[src/rtl/pc_ras_unit.sv]
// Program counter with prioritised trap/redirect/stall control, target alignment
// checking and a circular return-address stack that predicts ret targets.
module pc_ras_unit #(
    parameter int              XLEN         = 32,
    parameter logic [XLEN-1:0] RESET_VECTOR = '0,
    parameter int              RAS_DEPTH    = 4,
    parameter bit              COMPRESSED   = 1'b0
) (
    input  logic            clk,
    input  logic            rst,
    input  logic            stall,
    input  logic            redirect,
    input  logic [XLEN-1:0] redirect_target,
    input  logic            trap,
    input  logic [XLEN-1:0] trap_vector,
    input  logic            inst_c,
    input  logic            call,
    input  logic            ret,
    output logic [XLEN-1:0] pc,
    output logic [XLEN-1:0] ras_top,
    output logic            ras_empty,
    output logic            misaligned
);

    localparam int PW = (RAS_DEPTH > 1) ? $clog2(RAS_DEPTH) : 1;
    localparam int CW = $clog2(RAS_DEPTH + 1);
    localparam logic [XLEN-1:0] ALIGN_MASK = COMPRESSED ? XLEN'(1) : XLEN'(3);

    logic [XLEN-1:0]                 pc_q, pc_d;
    logic                            mis_q, mis_d;
    logic [PW-1:0]                   ptr_q, ptr_d, ptr_inc;
    logic [CW-1:0]                   cnt_q, cnt_d;
    logic [RAS_DEPTH-1:0][XLEN-1:0]  ras_q, ras_d;
    logic [XLEN-1:0]                 step, seq;
    logic                            has_entry;

    assign step      = (COMPRESSED && inst_c) ? XLEN'(2) : XLEN'(4);
    assign seq       = pc_q + step;
    assign has_entry = (cnt_q != '0);
    assign ptr_inc   = ptr_q + PW'(1);

    // Outputs depend on registered state only.
    assign pc         = pc_q;
    assign misaligned = mis_q;
    assign ras_empty  = !has_entry;
    assign ras_top    = has_entry ? ras_q[ptr_q] : '0;

    always_comb begin
        pc_d  = pc_q;
        mis_d = 1'b0;
        ptr_d = ptr_q;
        cnt_d = cnt_q;
        ras_d = ras_q;
        if (trap) begin
            // Entries stay in place but are invalidated by the zero count.
            pc_d  = trap_vector & ~ALIGN_MASK;
            mis_d = |(trap_vector & ALIGN_MASK);
            cnt_d = '0;
        end else if (redirect) begin
            pc_d  = redirect_target & ~ALIGN_MASK;
            mis_d = |(redirect_target & ALIGN_MASK);
        end else if (!stall) begin
            if (ret && has_entry) begin
                pc_d = ras_q[ptr_q];
                if (call) begin
                    ras_d[ptr_q] = seq;
                end else begin
                    ptr_d = ptr_q - PW'(1);
                    cnt_d = cnt_q - CW'(1);
                end
            end else begin
                pc_d = seq;
                if (call) begin
                    // When full the write lands on the oldest entry.
                    ras_d[ptr_inc] = seq;
                    ptr_d          = ptr_inc;
                    if (cnt_q != CW'(RAS_DEPTH))
                        cnt_d = cnt_q + CW'(1);
                end
            end
        end
    end

    always_ff @(posedge clk or posedge rst) begin
        if (rst) begin
            pc_q  <= RESET_VECTOR;
            mis_q <= 1'b0;
            ptr_q <= '0;
            cnt_q <= '0;
            ras_q <= '0;
        end else begin
            pc_q  <= pc_d;
            mis_q <= mis_d;
            ptr_q <= ptr_d;
            cnt_q <= cnt_d;
            ras_q <= ras_d;
        end
    end

endmodule

[config.mk]
export PLATFORM = sky130hd
export DESIGN_NAME = pc_ras_unit
export DESIGN_NICKNAME = d
export VERILOG_FILES = /design/src/rtl/pc_ras_unit.sv
export SDC_FILE = /design/constraint.sdc
export NUM_CORES = 1
export LEC_CHECK = 0
export BUFFER_PORTS_ARGS = -buffer_cell sky130_fd_sc_hd__buf_2
export CAP_MARGIN = 20
export CORE_MARGIN = 1
export CORE_UTILIZATION = 53
export DETAILED_ROUTE_END_ITERATION = 8
export PLACE_DENSITY = 0.75
export SLEW_MARGIN = 20
export SYNTH_ARGS = -nofsm -noshare
export SYNTH_HDL_FRONTEND = slang
export SYNTH_SLANG_ARGS = --single-unit
[constraint.sdc]
create_clock -name clk -period 9.4 [get_ports clk]
set_input_delay 2.35 -clock clk [delete_from_list [all_inputs] [get_ports clk]]
set_output_delay 2.35 -clock clk [all_outputs]
set_load 0.005 [all_outputs]
* Word level (Yosys, flattened, before mapping) *
Index checks and enable logic that the tools add are counted.

operators by class
  equality and inequality tests = 6
  divide/modulo/power cells = 0
  $add $sub $neg = 5
  $mul = 0
  bitwise logic cells = 3
  shifts and indexed selects = 0
  magnitude comparators = 4
  reductions and logical operators = 13
  multiplexer cells = 28

operators with widths
  operator               count
  $mux 128               3
  $bwmux 128             2
  $mux 32                8
  $demux 32 s2           2
  $bmux 32 s2            1
  $add 32x3->32 const B  1
  $mux 3                 7
  $reduce_and 5->1       2
  $reduce_bool 3->1      3
  $lt 2x3->1 const B     2
  $mux 2                 3
  $ne 3x3->1 const B     2
  $ge 2x1->1 const B     2
  $ne 2x1->1 const B     2
  $reduce_and 4->1       1
  $reduce_or 2->1        2
  $add 3x1->3 const B    1
  $logic_and 1x1->1      3
  $ne 3x1->1 const B     1
  $not 1->1              3
  $sub 3x1->3 const B    1
  $add 2x1->2 const B    1
  $mux 1                 2
  $ne 2x2->1 const B     1
  3 further kinds        3

storage, ports and cells
  memory bits (read-only) = 0
  RAM bits = 0
  word-level logic and storage cells = 67
  memories = 0
  register bits = 166
  bits in latches = 0

* Longest topological paths before layout *
  depth in word-level cells = 8
  mapped depth = 10
  depth with buffers taken out = 7

* Least setup slack after synthesis *
Ideal clock, no wire load.

  path kind = reg-to-output
  from = reg ptr_q[0]
  to = out ras_top[1]
  cell stages (with the launch flop) = 6
  arrival = 1.727 ns
  slack = 5.323 ns
  path buffers = 3
  path through = dfrtp_1 -> buf_2 -> buf_2 -> buf_2 -> mux4_2 -> nor2b_1

on the way
  longest elaborated chain between the ends = 3

RTL lines
  what                           line  RTL
  start: declaration             31    logic [PW-1:0] ptr_q, ptr_d, ptr_inc;
  start signal: assignment       94    ptr_q <= ptr_d;
  $bmux 32 s2                    46    assign ras_top = has_entry ? ras_q[ptr_q] : '0;
  $mux 32 (not written as such)  46
  $mux 32                        46
  end: declaration               20    output logic [XLEN-1:0] ras_top,

No other way between the ends. The select of a mux whose other input is x is not followed.

* Worst setup path in the final report *
  from = reg cnt_q[1]
  to = out ras_top[20]

on the way
  longest elaborated chain between the ends = 2

RTL lines
  what                      line  RTL
  start: declaration        32    logic [CW-1:0] cnt_q, cnt_d;
  start signal: assignment  95    cnt_q <= cnt_d;
  $reduce_bool 3->1         39    assign has_entry = (cnt_q != '0);
  $mux 32                   46

No other way between the ends.

==> metrics.sh <==
FIN_SKEW_PS=9.35
FINALHOLDWORSTSLACK_PS=503
CTSRESIZECOUNT=0
WORST_SLACK_PS=4620
ROUTE.ANTENNA.REMAINING_NETS=0
MAX_FREQ_GHz=0.209
CP_MAX_FANOUT=21
GRT.TOTAL_USAGE_PCT=29.2
SLEW-LIMIT-HEADROOM_PCT=26.9
CP-START-KIND='flop'
FLOORPLAN.CORE_AREA_MM2=0.0159
NETLIST_AREA_MM2=0.00869
MOSTFREQUENTLAYOUTCELLS='sky130_fd_sc_hd__a21oi_1, sky130_fd_sc_hd__dfrtp_1, sky130_fd_sc_hd__nor2_1'
TIMING_MAX_TRANSITION_VIOLATIONS_FINAL=0
FLOORPLAN.INITIALDENSITY_PCT=54.5
POST-CTS-SETUP-BUFFERS=0
CTS_ROOT_BUF='sky130_fd_sc_hd__clkbuf_16'
HOLD_BUF_COUNT_CTS=0
TIMING.REG2REG.SETUP_SLACK_PS=6280
CRITPATHARRIVALTIME_PS=2430
SYNTH-SEQ-AREA-SHARE_PCT=47.8
VDD.IR_DROP.WORST_mV=0.158
AVGSYNTHCELLAREA_UM2=9.82
SYNTH-EDFF-COUNT=0
WORSTSETUPPATHTYPE='flop to output port'
POST_SYNTH_INST_COUNT=885
SYN_TO_FINAL_GROWTH_PCT=16.2
STD_CELL_ROWS=46
HOLDCRITPATHCLASS='flop to flop'
ASYNCSETRESETFLOPFRACSYNTH_PCT=100
SYNTHESIS.YOSYS.WARNINGS=0
WORST_SETUP_PATH_END_KIND='output port'
CTS_TREE='built'
DIE_W_UM=130
NUMPORTBUFFERS=136
CRITICAL_PATH_REQUIRED_PS=7050
GLOBAL_ROUTE.PEAK_USAGE_LAYER='met2'
SYNTH.NET_COUNT=964
POSTSYNTH.TOPFLOPCELL='sky130_fd_sc_hd__dfrtp_1'
GR_MET1_DEMAND_RESOURCE_PCT=40.3
GRT_START_MAX_NET_PINS=102
SETUP_TOTAL_NEGATIVE_SLACK_PS=0
PATH_CELLS='nor3_2, buf_4, nor2b_1, buf_2'
CLK_TRANSITION_REPORTED_PATHS_PS=60
DIE_Y_EXTENT_UM=130
OUTCOME='completed'
CLOCK-SINKS=166
DPL-INSTANCE-AREA_MM2=0.00947
HOLD_VIOL_FINAL=0
H-TREE-DEPTH=4
CRITICAL-PATH-SLOWEST-CELL='sky130_fd_sc_hd__nor3_2'
LEAKAGEPOWER_nW=4.47
IO_PINS=138
LAYOUT-DRIVE-GT1-SHARE_PCT=24.0
VIAS=7212
CRIT_PATH_MAX_INCR_DELAY_PS=860
GLOBALROUTEOVERFLOWTOTAL=0
NUMBER_OF_GLOBAL_ROUTE_VIAS_BEFORE_REPAIR=6877
PLACE_CONGESTION=0.826
GRT_ANTENNA_BEFORE_REPAIR=1
DRT-VIAS-PER-INSTANCE=5.93
NETS=1065
TOTALWIRELENGTH_UM=23200
SYNTH_SEQ_CELLS=166
UNREPAIRED_SETUP_ENDPOINTS_AFTER_GLOBAL_ROUTING='false'
REPORT.POWER.TOTAL_mW=2.79
FIN_AREA_MM2=0.0101
DIE_FOOTPRINT_MM2=0.0169
TIMING.MAX_CAP.VIOLATIONS=0
CTS.PATH.MAX_BUFFERS=2
FIRST_PASS_GRT_WIRE_LENGTH_UM=37000
DETAIL_ROUTE.ITER0.VIOLATIONS=549
DRT_FIRST_PASS_ITERS=8
DP_HPWL_UM=15200
TIME_THE_FINAL_WORST_PATH_NEEDS_WITH_I_O_DELAYS_AND_SETUP_PS=4780
CTS_INSERTED_BUFFERS=17
FINALSETUPVIOLCOUNT=0
POST_SYNTHESIS_CELL_TYPE_COUNT=55
GRTUSAGEMET2_PCT=48.2
TIGHTEST_SLEW_PS=1090
P_PER_AREA_mW_PER_MM2=276
POST-ROUTE-DRC-COUNT=0
DETAIL_ROUTE.WL_PER_CELL_UM=19.1
FINAL_COMMON_CELL='sky130_fd_sc_hd__a21oi_1'
CLK_LATENCY_PS=430
FINAL_MIN_PERIOD_OVER_CLOCK_PERIOD_PCT=50.9
PLACE_WORST_SETUP_SLACK_PS=4390
GRT_USE_MET3_PCT=4.39
-- cell usage after synthesis (all sizes together) (9+ instances only) --
cell	instances	area, µm²
nand4	9	56.3
inv	17	63.8
nor2b	32	200
mux2	12	135
nand2	63	236
nor2	139	524
clkbuf	25	95.1
buf	39	194
a21oi	169	853
xor2	13	114
mux4	32	721
o21ai	23	123
a2bb2oi	15	131
nand3	16	80.1
xnor2	19	166
o21a	9	67.6
dfrtp	166	4150
a221oi	20	175
-- flip-flops by register name (all words and copies together) (netlist names) --
| register | count |
|---|---|
| ras_q | 128 |
| pc | 32 |
| cnt_q | 3 |
| ptr_q | 2 |
| misaligned | 1 |
-- final timing paths --
kind | start | endpoint | depth (start not counted)
setup / recovery | cnt_q[1] | ras_top[20] | 4
hold / removal | ras_q[97] | ras_q[97] | 1
setup reg to reg | cnt_q[1] | ras_q[33] | 5
hold reg to reg | ras_q[97] | ras_q[97] | 1
max in group asynchronous | rst | ras_q[84] | 3
min in group asynchronous | rst | ras_q[97] | 2
-- critical path: cells and delay by family (launching register included) --
family,cells,cell delay [ps]
buffers and inverters,2,570
DFF,1,460
and+or+nand+nor,2,960
-- routing by layer --
| metal | wire [µm] | part of all wire [%] |
|---|---|---|
| met1 | 10300 | 44 |
| met3 | 1210 | 5.2 |
| met2 | 11300 | 49 |
| met5 | 0 | 0 |
| met4 | 384 | 1.7 |
-- report_power, final --
group	total, mW	switching (mW)	internal, mW	leakage (nW)
registers	1.20	0.208	0.993	2.07
logic	0.855	0.403	0.452	2.09
clock network	0.732	0.279	0.452	0.310
-- through the flow --
step           std cells  util [%]
2_1_floorplan        885         -
3_3_place_gp        1183      59.4
3_5_place_dp        1183      59.4
4_1_cts             1215      63.3
5_1_grt             1216      63.3
6_report            1216      63.3
-- cell families after synthesis --
family                   share of synthesized area (%)
AO/OA/AOI/OAI                                     18.6
XOR/XNOR                                          3.23
adder cells (fa/ha/maj)                           1.09
buffers and inverters                             4.06
flip-flops                                        47.8
multiplexers                                      10.2
AND/OR/NAND/NOR                                   15.0
-- cell type report --
| class | count | area, µm² |
|---|---|---|
| inverter | 17 | 68.8 |
| tap | 216 | 270 |
| clock inverter | 8 | 119 |
| clock buffer | 24 | 502 |
| antenna | 1 | 2.50 |
| fill | 1317 | 5850 |
| sequential | 166 | 4160 |
| multi-input combinational | 638 | 4220 |
| timing repair buffer | 146 | 756 |
(Power assumes the default switching activity.)
